File: config.mk
export PLATFORM = sky130hd
export DESIGN_NAME = hilo_div_ctrl_flat
export DESIGN_NICKNAME = d
export VERILOG_FILES = /design/src/rtl/hilo_div_if.sv /design/src/rtl/hilo_div_ctrl.sv /design/src/flat_wrapper.sv
export SDC_FILE = /design/constraint.sdc
export NUM_CORES = 1
export LEC_CHECK = 0
export ABC_AREA = 0
export ABC_CLOCK_PERIOD_IN_PS = 8200
export CAP_MARGIN = 10
export CORE_ASPECT_RATIO = 2
export CORE_MARGIN = 4
export CORE_UTILIZATION = 36
export CTS_BUF_LIST = sky130_fd_sc_hd__clkbuf_16
export DETAILED_ROUTE_END_ITERATION = 16
export HOLD_SLACK_MARGIN = 0.05
export SETUP_SLACK_MARGIN = 0.5
export SLEW_MARGIN = 20
export SYNTH_ARGS = -nofsm -noshare
export SYNTH_HDL_FRONTEND = slang
export SYNTH_SLANG_ARGS = --single-unit
File: constraint.sdc
create_clock -name clock -period 8.2 [get_ports clock]
set_input_delay 1.23 -clock clock [delete_from_list [all_inputs] [get_ports clock]]
set_output_delay 1.23 -clock clock [all_outputs]
set_load 0.02 [all_outputs]
File: src/rtl/hilo_div_if.sv
// Request/response bundle between the execute stage, the HI/LO sequencer and
// the external unsigned divider core.
interface hilo_div_if #(
    parameter int WIDTH = 32
);
    logic             op_valid;
    logic [2:0]       op_code;
    logic [WIDTH-1:0] op_a;
    logic [WIDTH-1:0] op_b;
    logic             stall;
    logic [WIDTH-1:0] mf_data;
    logic [WIDTH-1:0] hi;
    logic [WIDTH-1:0] lo;
    logic             dz_pulse;
    logic             div_start;
    logic [WIDTH-1:0] div_dividend;
    logic [WIDTH-1:0] div_divisor;
    logic             div_done;
    logic [WIDTH-1:0] div_q;
    logic [WIDTH-1:0] div_r;

    modport slave (
        input  op_valid, op_code, op_a, op_b, div_done, div_q, div_r,
        output stall, mf_data, hi, lo, dz_pulse, div_start, div_dividend, div_divisor
    );

    modport master (
        output op_valid, op_code, op_a, op_b, div_done, div_q, div_r,
        input  stall, mf_data, hi, lo, dz_pulse, div_start, div_dividend, div_divisor
    );
endinterface

File: src/rtl/hilo_div_ctrl.sv
// HI/LO owner and divide sequencer: runs signed/unsigned divides on an external
// unsigned core, applies sign correction and handles divide-by-zero.
module hilo_div_ctrl #(
    parameter int WIDTH = 32
) (
    input  logic     clock,
    input  logic     reset,
    hilo_div_if.slave bus
);
    localparam logic [2:0] OP_DIVU = 3'b001;
    localparam logic [2:0] OP_DIV  = 3'b010;
    localparam logic [2:0] OP_MTHI = 3'b011;
    localparam logic [2:0] OP_MTLO = 3'b100;
    localparam logic [2:0] OP_MFHI = 3'b101;
    localparam logic [2:0] OP_MFLO = 3'b110;

    typedef enum logic [1:0] {S_IDLE, S_ISSUE, S_WAIT, S_FIX} state_t;

    state_t           r_state;
    state_t           w_state_nxt;
    logic [WIDTH-1:0] r_hi, r_lo, r_q, r_r;
    logic [WIDTH-1:0] r_dividend, r_divisor;
    logic             r_sign_q, r_sign_r, r_dz;
    logic             w_op_legal, w_idle, w_accept, w_is_div, w_is_sdiv, w_div_zero;
    logic             w_neg_a, w_neg_b;
    logic [WIDTH-1:0] w_mf_data;

    // Two's-complement negate when neg is set; used for both magnitude and sign fix.
    function automatic logic [WIDTH-1:0] apply_sign(input logic [WIDTH-1:0] x, input logic neg);
        return neg ? (~x + {{(WIDTH-1){1'b0}}, 1'b1}) : x;
    endfunction

    assign w_op_legal = (bus.op_code != 3'b000) && (bus.op_code != 3'b111);
    assign w_idle     = (r_state == S_IDLE);
    assign w_accept   = w_idle && bus.op_valid && w_op_legal;
    assign w_is_sdiv  = (bus.op_code == OP_DIV);
    assign w_is_div   = (bus.op_code == OP_DIVU) || w_is_sdiv;
    assign w_div_zero = (bus.op_b == '0);
    assign w_neg_a    = w_is_sdiv && bus.op_a[WIDTH-1];
    assign w_neg_b    = w_is_sdiv && bus.op_b[WIDTH-1];

    always_ff @(posedge clock or posedge reset) begin
        if (reset) r_state <= S_IDLE;
        else       r_state <= w_state_nxt;
    end

    always_comb begin
        w_state_nxt = r_state;
        unique case (r_state)
            S_IDLE:  if (w_accept && w_is_div && !w_div_zero) w_state_nxt = S_ISSUE;
            S_ISSUE: w_state_nxt = S_WAIT;
            S_WAIT:  if (bus.div_done) w_state_nxt = S_FIX;
            S_FIX:   w_state_nxt = S_IDLE;
        endcase
    end

    always_ff @(posedge clock or posedge reset) begin
        if (reset) begin
            r_hi       <= '0;
            r_lo       <= '0;
            r_q        <= '0;
            r_r        <= '0;
            r_dividend <= '0;
            r_divisor  <= '0;
            r_sign_q   <= 1'b0;
            r_sign_r   <= 1'b0;
            r_dz       <= 1'b0;
        end else begin
            r_dz <= w_accept && w_is_div && w_div_zero;
            if (w_accept) begin
                case (bus.op_code)
                    OP_DIVU, OP_DIV: begin
                        if (w_div_zero) begin
                            r_lo <= '1;
                            r_hi <= bus.op_a;
                        end else begin
                            r_sign_q   <= w_neg_a ^ w_neg_b;
                            r_sign_r   <= w_neg_a;
                            r_dividend <= apply_sign(bus.op_a, w_neg_a);
                            r_divisor  <= apply_sign(bus.op_b, w_neg_b);
                        end
                    end
                    OP_MTHI: r_hi <= bus.op_a;
                    OP_MTLO: r_lo <= bus.op_a;
                    default: ;
                endcase
            end
            if ((r_state == S_WAIT) && bus.div_done) begin
                r_q <= bus.div_q;
                r_r <= bus.div_r;
            end
            if (r_state == S_FIX) begin
                r_lo <= apply_sign(r_q, r_sign_q);
                r_hi <= apply_sign(r_r, r_sign_r);
            end
        end
    end

    // Move-from reads are only meaningful when the request can be accepted.
    always_comb begin
        w_mf_data = '0;
        if (w_idle && bus.op_valid) begin
            if (bus.op_code == OP_MFHI)      w_mf_data = r_hi;
            else if (bus.op_code == OP_MFLO) w_mf_data = r_lo;
        end
    end

    assign bus.stall        = !w_idle && bus.op_valid && w_op_legal;
    assign bus.mf_data      = w_mf_data;
    assign bus.hi           = r_hi;
    assign bus.lo           = r_lo;
    assign bus.dz_pulse     = r_dz;
    assign bus.div_start    = (r_state == S_ISSUE);
    assign bus.div_dividend = r_dividend;
    assign bus.div_divisor  = r_divisor;
endmodule

File: src/flat_wrapper.sv
// flat-port wrapper written by rule: the top's interface ports become plain ports
module hilo_div_ctrl_flat 
#(
    parameter int WIDTH = 32
)
  (clock, reset, bus_op_valid, bus_op_code, bus_op_a, bus_op_b, bus_div_done, bus_div_q, bus_div_r, bus_stall, bus_mf_data, bus_hi, bus_lo, bus_dz_pulse, bus_div_start, bus_div_dividend, bus_div_divisor);
  hilo_div_if #(.WIDTH(WIDTH)) bus_i ();
  input  logic clock;
  input  logic reset;
  input wire logic [$bits(bus_i.op_valid)-1:0] bus_op_valid;
  input wire logic [$bits(bus_i.op_code)-1:0] bus_op_code;
  input wire logic [$bits(bus_i.op_a)-1:0] bus_op_a;
  input wire logic [$bits(bus_i.op_b)-1:0] bus_op_b;
  input wire logic [$bits(bus_i.div_done)-1:0] bus_div_done;
  input wire logic [$bits(bus_i.div_q)-1:0] bus_div_q;
  input wire logic [$bits(bus_i.div_r)-1:0] bus_div_r;
  output wire logic [$bits(bus_i.stall)-1:0] bus_stall;
  output wire logic [$bits(bus_i.mf_data)-1:0] bus_mf_data;
  output wire logic [$bits(bus_i.hi)-1:0] bus_hi;
  output wire logic [$bits(bus_i.lo)-1:0] bus_lo;
  output wire logic [$bits(bus_i.dz_pulse)-1:0] bus_dz_pulse;
  output wire logic [$bits(bus_i.div_start)-1:0] bus_div_start;
  output wire logic [$bits(bus_i.div_dividend)-1:0] bus_div_dividend;
  output wire logic [$bits(bus_i.div_divisor)-1:0] bus_div_divisor;
  assign bus_i.op_valid = bus_op_valid;
  assign bus_i.op_code = bus_op_code;
  assign bus_i.op_a = bus_op_a;
  assign bus_i.op_b = bus_op_b;
  assign bus_i.div_done = bus_div_done;
  assign bus_i.div_q = bus_div_q;
  assign bus_i.div_r = bus_div_r;
  assign bus_stall = bus_i.stall;
  assign bus_mf_data = bus_i.mf_data;
  assign bus_hi = bus_i.hi;
  assign bus_lo = bus_i.lo;
  assign bus_dz_pulse = bus_i.dz_pulse;
  assign bus_div_start = bus_i.div_start;
  assign bus_div_dividend = bus_i.div_dividend;
  assign bus_div_divisor = bus_i.div_divisor;
  hilo_div_ctrl #(.WIDTH(WIDTH)) u_core (.clock(clock), .reset(reset), .bus(bus_i));
endmodule
==> results of run 1 <==
## sequential cells by signal, summed over array words and instances (netlist names)
| register | flops |
|---|---|
| u_core.bus.div_dividend | 32 |
| u_core.bus.div_divisor | 32 |
| u_core.bus.dz_pulse | 1 |
| u_core.bus.hi | 32 |
| u_core.bus.lo | 32 |
| u_core.r_q | 32 |
| u_core.r_r | 32 |
| u_core.r_sign_q | 1 |
| u_core.r_sign_r | 1 |
| u_core.r_state | 2 |
## stage by stage
stage / util / area [um2] / setup slack [ns]
final: 0.494 / 14900 / 3.40
after global routing: 0.494 / 14900 / 3.28
after CTS: 0.494 / 14900 / 3.41
after detailed placement: 0.474 / 14300 / 3.38
after global placement: 0.474 / 14300 / 2.93
after floorplan: - / 11000 / 1.60
## cells in the mapped netlist (5+ instances only)
cell type | instances | area share
o41ai_1 | 34 | 0.027
mux2_2 | 70 | 0.072
clkbuf_1 | 78 | 0.027
a211oi_2 | 5 | 0.0057
dfrtp_1 | 197 | 0.45
o22ai_1 | 15 | 0.0085
xor2_1 | 90 | 0.072
nor3_1 | 12 | 0.0055
nand2b_1 | 8 | 0.0045
nand2_1 | 31 | 0.011
inv_1 | 18 | 0.0061
a31oi_1 | 42 | 0.024
nor3b_1 | 5 | 0.0034
xnor2_1 | 20 | 0.016
o21ai_0 | 67 | 0.030
or3_1 | 18 | 0.010
o221a_2 | 5 | 0.0051
nor4_1 | 15 | 0.0085
nand3_1 | 11 | 0.0050
a22oi_1 | 64 | 0.044
nor2_1 | 129 | 0.044
or4_1 | 15 | 0.010
a21oi_1 | 87 | 0.040
ha_1 | 9 | 0.010
nand4_1 | 5 | 0.0028
o31ai_1 | 25 | 0.017
## power breakdown
group	leakage, nW	internal, mW	total, mW	switching (mW)
sequential	2.26	1.47	2.03	0.557
clock	0.281	0.476	0.859	0.383
combinational	2.96	1.28	2.67	1.38
total	5.50	3.23	5.55	2.32
## worst paths after layout
check / to / cells after the start / slack, ns / from
max in group asynchronous: u_core.bus.div_divisor[22] / 3 / 5.62 / reset
min reg2reg: u_core.bus.div_divisor[0] / 1 / 0.51 / u_core.bus.div_divisor[0]
min: u_core.bus.div_divisor[0] / 1 / 0.51 / u_core.bus.div_divisor[0]
min in group asynchronous: u_core.bus.div_divisor[2] / 2 / 1.27 / reset
max: bus_mf_data[0] / 7 / 3.40 / bus_op_code[2]
max reg2reg: u_core.bus.lo[29] / 5 / 5.11 / u_core.r_q[6]
## metal layers
metal  up-vias  wire (um)  share of wire  GRT usage
li1       4712          -              -          -
met1      5032      15200           0.37      0.269
met2       445      22000           0.53      0.450
met3        65       2430          0.059     0.0498
met4         0       1620          0.039     0.0979
met5         -          0              0          0
## layout make-up
| cell class | count | share of cell area |
|---|---|---|
| clock inverter | 15 | 0.0110 |
| multi-input combinational | 832 | 0.384 |
| tap | 368 | 0.0309 |
| inverter | 18 | 0.00504 |
| antenna | 1 | 0.000168 |
| sequential | 197 | 0.331 |
| timing repair buffer | 318 | 0.210 |
| clock buffer | 17 | 0.0285 |
## kinds of logic (layout without fill, tap and decap cells)
logic type               count (synthesis)  count (layout)
AND/OR/NAND/NOR                        269             269
flip-flops                             197             197
adder cells (fa/ha/maj)                  9               9
other                                    0               1
AO/OA/AOI/OAI                          371             371
multiplexers                            73              73
buffers and inverters                  103             368
XOR/XNOR                               110             110
==> flow_metrics.env, run 1 <==
export IMPL_status="finished clean"
export IMPL_grt_pass1_wl_um=62500
export IMPL_antenna_found_initial=1
export IMPL_power_mw=5.55
export IMPL_cts_max_level=4
export IMPL_crit_buf_inv=4
export IMPL_fmax_mhz=208
export IMPL_required_ns=6.97
export IMPL_skew_ns=0.00920
export IMPL_place_inst=1733
export IMPL_ys_flop_type="dfrtp_1"
export IMPL_totalWireLength_um=41200
export IMPL_cts_hold_buf=0
export IMPL_clock_sinks=197
export IMPL_cts_tree="yes"
export IMPL_syn_inst=1132
export IMPL_routedWlPerCell_um=23.3
export IMPL_critPathTopFamily="buffers and inverters"
export IMPL_seq_area_frac_synth=0.448
export IMPL_numPortBuffers=297
export IMPL_clock_latency_ns=0.46
export IMPL_postCtsSetupBuffers=0
export IMPL_crit_type="in2out"
export IMPL_fp_dieArea_mm2=0.0336
export IMPL_dp_hpwl_um=30300
export IMPL_max_slew_margin=0.229
export IMPL_synth_xor_area_frac=0.0875
export IMPL_startpoint_type="primary input"
export IMPL_synth_edf_count=0
export IMPL_cts_made_buffers=17
export IMPL_cts_clk_slew_worst_paths_ns=0.07
export IMPL_layout_common_cells="clkdlybuf4s50_1, dfrtp_1, nor2_1"
export IMPL_leakagePower_nw=5.50
export IMPL_die_y_um=255
export IMPL_async_flop_share=1.00
export IMPL_die_w_um=132
export IMPL_clockBufferDepth=2
export IMPL_cts_root_buf="clkbuf_16"
export IMPL_final_cells=1766
export IMPL_whs_ns=0.511
export IMPL_synth_simple_area_share=0.118
export IMPL_drive_gt1_frac=0.105
export IMPL_core_area_mm2=0.0302
export IMPL_route_detailed_drc=0
export IMPL_max_stage_delay_ns=0.66
export IMPL_worst_path_most_repeated_cell="clkdlybuf4s50_1"
export IMPL_ys_ff_latch=197
export IMPL_crit_chain="clkdlybuf4s50_1 -> inv_1 -> nor3b_2 -> buf_4 -> a22oi_1 -> nor2_1 -> clkdlybuf4s50_1"
export IMPL_row_count=90
export IMPL_grt_max_degree=97
export IMPL_synth_fa_ha_area_frac=0.0102
export IMPL_tns_ns=0
export IMPL_antenna_violating_nets_post_route=0
export IMPL_synth_nets=1276
export IMPL_cp_end_kind="output pin"
export IMPL_max_cap_viol_count=0
export IMPL_track_usage=0.242
export IMPL_gp_congestion=0.846
export IMPL_drtPass1Iterations=5
export IMPL_synth_top_family_by_area="compound AO/OA/AOI/OAI gates"
export IMPL_syn_mean_instance_area_um2=9.72
export IMPL_grt_pass1_vias=10200
export IMPL_io_pins=298
export IMPL_ys_warn_count=0
export IMPL_syn_area_mm2=0.0110
export IMPL_ff_latch_area_mm2=0.00493
export IMPL_synth_compound_area_share=0.224
export IMPL_nFillCells=2840
export IMPL_vias=10300
export IMPL_grt_overflow_total=0
export IMPL_synth_cell_type_count=59
export IMPL_area_growth_pct=35.4
export IMPL_multi_input_area_mm2=0.00572
export IMPL_powerDensity_mw_per_mm2=372
export IMPL_tightest_slew_ns=1.16
export IMPL_worst_ep_arrival_time_ns=3.57
export IMPL_finalHoldViolations=0
export IMPL_min_period_over_period=0.586
export IMPL_period_minus_slack_ns=4.80
export IMPL_ir_worst_vdd_v=0.000179
export IMPL_synthMuxAreaShare=0.0744
export IMPL_viasPerCell=5.81
export IMPL_cp_slowest_cell="clkdlybuf4s50_1"
export IMPL_rsz0062_at_grt="no"
export IMPL_final_nets=1528
export IMPL_worstPathMaxFanout=32
export IMPL_start_util=0.365
export IMPL_hp_class="reg2reg"
export IMPL_finalSetupViolCount=0
export IMPL_maxSlewViolCount=0
export IMPL_drt_iter0_drc=655
export IMPL_mostFrequentLayoutCell="clkdlybuf4s50_1"
export IMPL_cts_resized=0
No activity file was read; power rests on OpenSTA's default activity.
==> inputs of run 2 (changes only) <==
- ABC_CLOCK_PERIOD_IN_PS: 8200 -> 5000
- clock period: 8.2 -> 5 ns (I/O delays scaled with it)
==> run 2 against run 1 <==
Effect of this change:
- hold slack improved by 0.0077 ns
- first-iteration DRC count grew 7.0%
- non-clock buffer count is 6 higher
- global-route usage about the same
- worst setup slack lost 2.5 ns
- register-to-register slack worse by 3.1 ns
- total power increased by 68%
- flip-flop and latch count is the same
- largest power group unchanged
==> flow_metrics.env, run 2 (synthesized netlist as in run 1, its figures left out) <==
export IMPL_cts_root_buf="clkbuf_16"
export IMPL_tightest_slew_ns=1.05
export IMPL_grt_pass1_vias=10400
export IMPL_rsz0062_at_grt="no"
export IMPL_switching_power_mw=3.80
export IMPL_numPortBuffers=297
export IMPL_mostFrequentLayoutCell="clkdlybuf4s50_1"
export IMPL_die_w_um=132
export IMPL_finalHoldViolations=0
export IMPL_period_minus_slack_ns=4.13
export IMPL_startpoint="bus_op_code[2]"
export IMPL_grt_max_degree=121
export IMPL_layout_common_cells="clkdlybuf4s50_1, dfrtp_1, nor2_1"
export IMPL_cts_max_level=4
export IMPL_powerDensity_mw_per_mm2=618
export IMPL_r2r_start="u_core.r_r[6]"
export IMPL_worstPathMaxFanout=21
export IMPL_totalWireLength_um=41300
export IMPL_antenna_violating_nets_post_route=0
export IMPL_cts_made_buffers=17
export IMPL_whs_ns=0.519
export IMPL_crit_type="in2out"
export IMPL_maxSlewViolCount=0
export IMPL_die_y_um=255
export IMPL_tns_ns=0
export IMPL_drive_gt1_frac=0.109
export IMPL_required_ns=4.25
export IMPL_worst_path_most_repeated_cell="clkdlybuf4s50_1"
export IMPL_finalSetupViolCount=0
export IMPL_min_path_cells=1
export IMPL_critPathTopFamily="buffers and inverters"
export IMPL_track_usage=0.242
export IMPL_nFillCells=2817
export IMPL_status="finished clean"
export IMPL_hold_start="u_core.bus.div_divisor[0]"
export IMPL_setup_slack_ns=0.865
export IMPL_postCtsSetupBuffers=0
export IMPL_gp_congestion=0.852
export IMPL_switching_share=0.407
export IMPL_power_mw=9.34
export IMPL_max_stage_delay_ns=0.63
export IMPL_max_slew_margin=0.299
export IMPL_combPwrFrac=0.466
export IMPL_drtPass1Iterations=5
export IMPL_worst_ep_arrival_time_ns=3.38
export IMPL_internal_power_mw=5.54
export IMPL_grt_overflow_total=0
export IMPL_row_count=90
export IMPL_final_nets=1534
export IMPL_fp_dieArea_mm2=0.0336
export IMPL_cp_end_kind="output pin"
export IMPL_ff2ff_setup_slack_ns=2.01
export IMPL_startpoint_type="primary input"
export IMPL_cp_slowest_cell="clkdlybuf4s50_1"
export IMPL_cts_hold_buf=0
export IMPL_leakagePower_nw=5.61
export IMPL_antenna_found_initial=2
export IMPL_clock_latency_ns=0.46
export IMPL_crit_chain="clkdlybuf4s50_1 -> inv_1 -> nor2_2 -> buf_4 -> a22oi_1 -> nor2_1 -> clkdlybuf4s50_1"
export IMPL_start_util=0.365
export IMPL_core_area_mm2=0.0302
export IMPL_ir_worst_vdd_v=0.000348
export IMPL_vias=10300
export IMPL_viasPerCell=5.81
export IMPL_routedWlPerCell_um=23.3
export IMPL_route_detailed_drc=0
export IMPL_clockPowerShare=0.180
export IMPL_min_period_over_period=0.827
export IMPL_max_cap_viol_count=0
export IMPL_drt_iter0_drc=701
export IMPL_multi_input_area_mm2=0.00571
export IMPL_dp_slack_ns=0.856
export IMPL_r2r_end="u_core.bus.hi[22]"
export IMPL_fmax_mhz=242
export IMPL_power_frac_seq=0.354
export IMPL_r2r_cells=5
export IMPL_cts_resized=0
export IMPL_dp_hpwl_um=30400
export IMPL_skew_ns=0.00807
export IMPL_cts_tree="yes"
export IMPL_grt_pass1_wl_um=62400
export IMPL_clockBufferDepth=2
export IMPL_area_growth_pct=37.2
export IMPL_cts_clk_slew_worst_paths_ns=0.07
export IMPL_io_pins=298
export IMPL_hp_class="reg2reg"
export IMPL_crit_buf_inv=4
export IMPL_clock_sinks=197
export IMPL_ff_latch_area_mm2=0.00493
export IMPL_hold_end="u_core.bus.div_divisor[0]"
-- run 2: cell count changes in the layout (fill, tap and decap cells not counted), sizes merged --
cell / delta
bufinv: +5
clkinv: -2
diode: +1
inv: -1
buf: +6
clkinvlp: -2
-- run 2: worst register-to-register path, cell delays in order, from the launching register on --
cell     delay, ns
dfrtp_1       0.43
nor4_1        0.73
nand4_1       0.70
o41ai_1       0.60
xor2_1        0.25
a22oi_1       0.12
-- run 2: layout make-up --
cell class	instances	area share
Multi-Input combinational cell	832	0.378
Sequential cell	197	0.326
Timing Repair Buffer	324	0.213
Tap cell	368	0.0305
Clock buffer	17	0.0282
Clock inverter	15	0.0187
Inverter	18	0.00472
Antenna cell	2	0.000331
-- run 2: worst max-delay path by stage --
stage                     slack [ns]  cells past startpoint                    endpoint
after detailed placement        0.86                      7             bus_mf_data[28]
final                           0.87                      7             bus_mf_data[31]
after CTS                       0.84                      7             bus_mf_data[28]
after global placement          0.94                      7             bus_mf_data[27]
after floorplan                 1.70                      1  u_core.bus.div_dividend[0]
after global routing            0.65                      7             bus_mf_data[31]
-- run 2: routing by layer --
layer	GRT usage	vias up	routed length [um]
met5	0	-	0
met4	0.127	0	2110
met3	0.0464	86	2150
met2	0.438	427	21900
met1	0.269	5064	15100
li1	-	4723	-
-- run 2: stage by stage --
stage / util / instances / area (um2)
floorplan: - / 1132 / 11000
global placement: 0.476 / 1738 / 14400
detailed placement: 0.476 / 1738 / 14400
CTS: 0.499 / 1770 / 15100
global route: 0.500 / 1773 / 15100
finish: 0.500 / 1773 / 15100
-- run 2: power groups by stage --
| stage | combinational [mW] | clock (mW) | sequential, mW |
|---|---|---|---|
| 6_report | 4.35 | 1.68 | 3.31 |
| 5_1_grt | 4.71 | 1.77 | 3.42 |
| 4_1_cts | 4.39 | 1.71 | 3.31 |
| 3_5_place_dp | 4.37 | 0 | 3.33 |
| 3_3_place_gp | 4.31 | 0 | 3.32 |
| 2_1_floorplan | 2.01 | 0 | 3.63 |
==> inputs of run 3 (changes only) <==
- ABC_CLOCK_PERIOD_IN_PS: 5000 -> 4000
- clock period: 5 -> 4 ns (I/O delays scaled with it)
==> run 3 against run 2 <==
Effect of this change:
- flip-flop and latch count stayed put
- cell area grew 0.69%
- critical path type unchanged
- non-clock buffer count is 21 higher
- critical endpoint is now bus_mf_data[0]
==> flow_metrics.env, run 3 (synthesized netlist as in run 1, its figures left out) <==
export IMPL_antenna_violating_nets_post_route=0
export IMPL_hold_start="u_core.bus.div_divisor[0]"
export IMPL_r2r_start="u_core.r_r[4]"
export IMPL_mostFrequentLayoutCell="clkdlybuf4s50_1"
export IMPL_grt_util_met3=0.0368
export IMPL_min_period_over_period=0.839
export IMPL_finalSetupViolCount=0
export IMPL_die_y_um=255
export IMPL_max_cap_viol_count=0
export IMPL_use_met2=0.442
export IMPL_maxSlewViolCount=0
export IMPL_row_count=90
export IMPL_switching_power_mw=4.76
export IMPL_startpoint="bus_op_code[0]"
export IMPL_status="finished clean"
export IMPL_hp_class="reg2reg"
export IMPL_clock_latency_ns=0.45
export IMPL_dpl_instance_area_mm2=0.0146
export IMPL_tightest_slew_ns=1.18
export IMPL_hold_end="u_core.bus.div_divisor[0]"
export IMPL_viasPerCell=5.77
export IMPL_clock_sinks=197
export IMPL_cts_hold_buf=0
export IMPL_grt_max_degree=77
export IMPL_numPortBuffers=297
export IMPL_route_detailed_drc=0
export IMPL_fp_dieArea_mm2=0.0336
export IMPL_finalHoldViolations=0
export IMPL_area_growth_pct=38.2
export IMPL_worst_ep_arrival_time_ns=2.76
export IMPL_cts_made_buffers=17
export IMPL_max_slew_margin=0.214
export IMPL_worst_path_most_repeated_cell="clkdlybuf4s50_1"
export IMPL_switching_share=0.413
export IMPL_drive_gt1_frac=0.119
export IMPL_rsz0062_at_grt="no"
export IMPL_crit_type="in2out"
export IMPL_core_area_mm2=0.0302
export IMPL_leakagePower_nw=5.70
export IMPL_totalWireLength_um=41400
export IMPL_required_ns=3.40
export IMPL_cp_slowest_cell="clkdlybuf4s50_1"
export IMPL_fmax_mhz=298
export IMPL_ir_worst_vdd_v=0.000365
export IMPL_drtPass1Iterations=5
export IMPL_post_route_util=0.504
export IMPL_layout_common_cells="clkdlybuf4s50_1, dfrtp_1, nor2_1"
export IMPL_tns_ns=0
export IMPL_final_nets=1555
export IMPL_worstPathMaxFanout=23
export IMPL_skew_ns=0.0112
export IMPL_powerDensity_mw_per_mm2=758
export IMPL_grt_pass1_wl_um=62900
export IMPL_r2r_cells=5
export IMPL_busiest_layer="met2"
export IMPL_vias=10300
export IMPL_final_area_mm2=0.0152
export IMPL_max_stage_delay_ns=0.65
export IMPL_drt_iter0_drc=749
export IMPL_antennaDiodeCount=0
export IMPL_clockBufferDepth=2
export IMPL_internal_power_mw=6.77
export IMPL_antenna_found_initial=0
export IMPL_r2r_end="u_core.bus.hi[31]"
export IMPL_cts_clk_slew_worst_paths_ns=0.07
export IMPL_period_minus_slack_ns=3.36
export IMPL_cts_root_buf="clkbuf_16"
export IMPL_combPwrFrac=0.481
export IMPL_grt_overflow_total=0
export IMPL_grt_util_met1=0.273
export IMPL_routedWlPerCell_um=23.1
export IMPL_track_usage=0.242
export IMPL_grt_pass1_vias=10500
export IMPL_power_frac_seq=0.358
export IMPL_startpoint_type="primary input"
export IMPL_dp_hpwl_um=31400
export IMPL_io_pins=298
export IMPL_min_path_cells=1
export IMPL_ff2ff_setup_slack_ns=1.01
export IMPL_clockPowerShare=0.161
export IMPL_cp_end_kind="output pin"
export IMPL_gp_congestion=0.882
export IMPL_start_util=0.365
export IMPL_die_w_um=132
export IMPL_cts_tree="yes"
export IMPL_crit_chain="clkdlybuf4s50_1 -> nand2b_1 -> nor2_2 -> buf_6 -> a22oi_1 -> nor2_1 -> clkdlybuf4s50_1"
export IMPL_cts_max_level=4
## run 3: cell types whose count changed in the layout (fill, tap and decap cells not counted), moves of 2 or more
cell,change
buf_12,+4
clkinv_1,+4
diode_2,-2
buf_4,+16
buf_6,+2
bufinv_16,-3
## run 3: what timing repair did
action | 4_1_cts | 5_1_grt
gates resized for setup | 1 | 2
setup endpoints to repair | 1 | 4
buffers inserted | 0 | 0
## run 3: power by group through the flow
stage	sequential, mW	combinational (mW)	clock, mW
after global placement	4.11	5.47	0
after global routing	4.24	5.99	1.98
after CTS	4.11	5.59	1.89
final	4.12	5.55	1.85
after floorplan	4.54	2.52	0
after detailed placement	4.14	5.56	0
## run 3: worst max path at each step
stage,endpoint,slack [ns]
floorplan,u_core.bus.div_dividend[0],0.85
global placement,bus_mf_data[30],0.48
detailed placement,u_core.bus.div_dividend[15],0.46
CTS,bus_mf_data[30],0.54
global route,bus_mf_data[29],0.51
finish,bus_mf_data[0],0.64
## run 3: routing by layer
layer  vias to the layer above  share of wire
met5                         -              0
met1                      5075           0.37
li1                       4755              -
met3                        91          0.049
met4                         0          0.048
met2                       424           0.53
## run 3: critical path, delay by kind of cell
| kind | cells | cell delay (ns) |
|---|---|---|
| AO/OA/AOI/OAI | 1 | 0.13 |
| buffers and inverters | 3 | 1.57 |
| AND/OR/NAND/NOR | 3 | 0.45 |
## run 3: final cells by class
class | count | area, um2
Clock buffer | 17 | 425
Inverter | 18 | 71.3
Timing Repair Buffer | 345 | 3420
Multi-Input combinational cell | 832 | 5710
Clock inverter | 15 | 194
Fill cell | 2852 | 15000
Tap cell | 368 | 460
Sequential cell | 197 | 4930
## run 3: metrics by stage
stage	std cells	total power [mW]	setup slack (ns)	hold WS, ns
2_1_floorplan	1132	7.06	0.854	0.500
3_3_place_gp	1760	9.58	0.481	0.492
3_5_place_dp	1760	9.70	0.456	0.495
4_1_cts	1792	11.6	0.539	0.511
5_1_grt	1792	12.2	0.513	0.516
6_report	1792	11.5	0.644	0.508
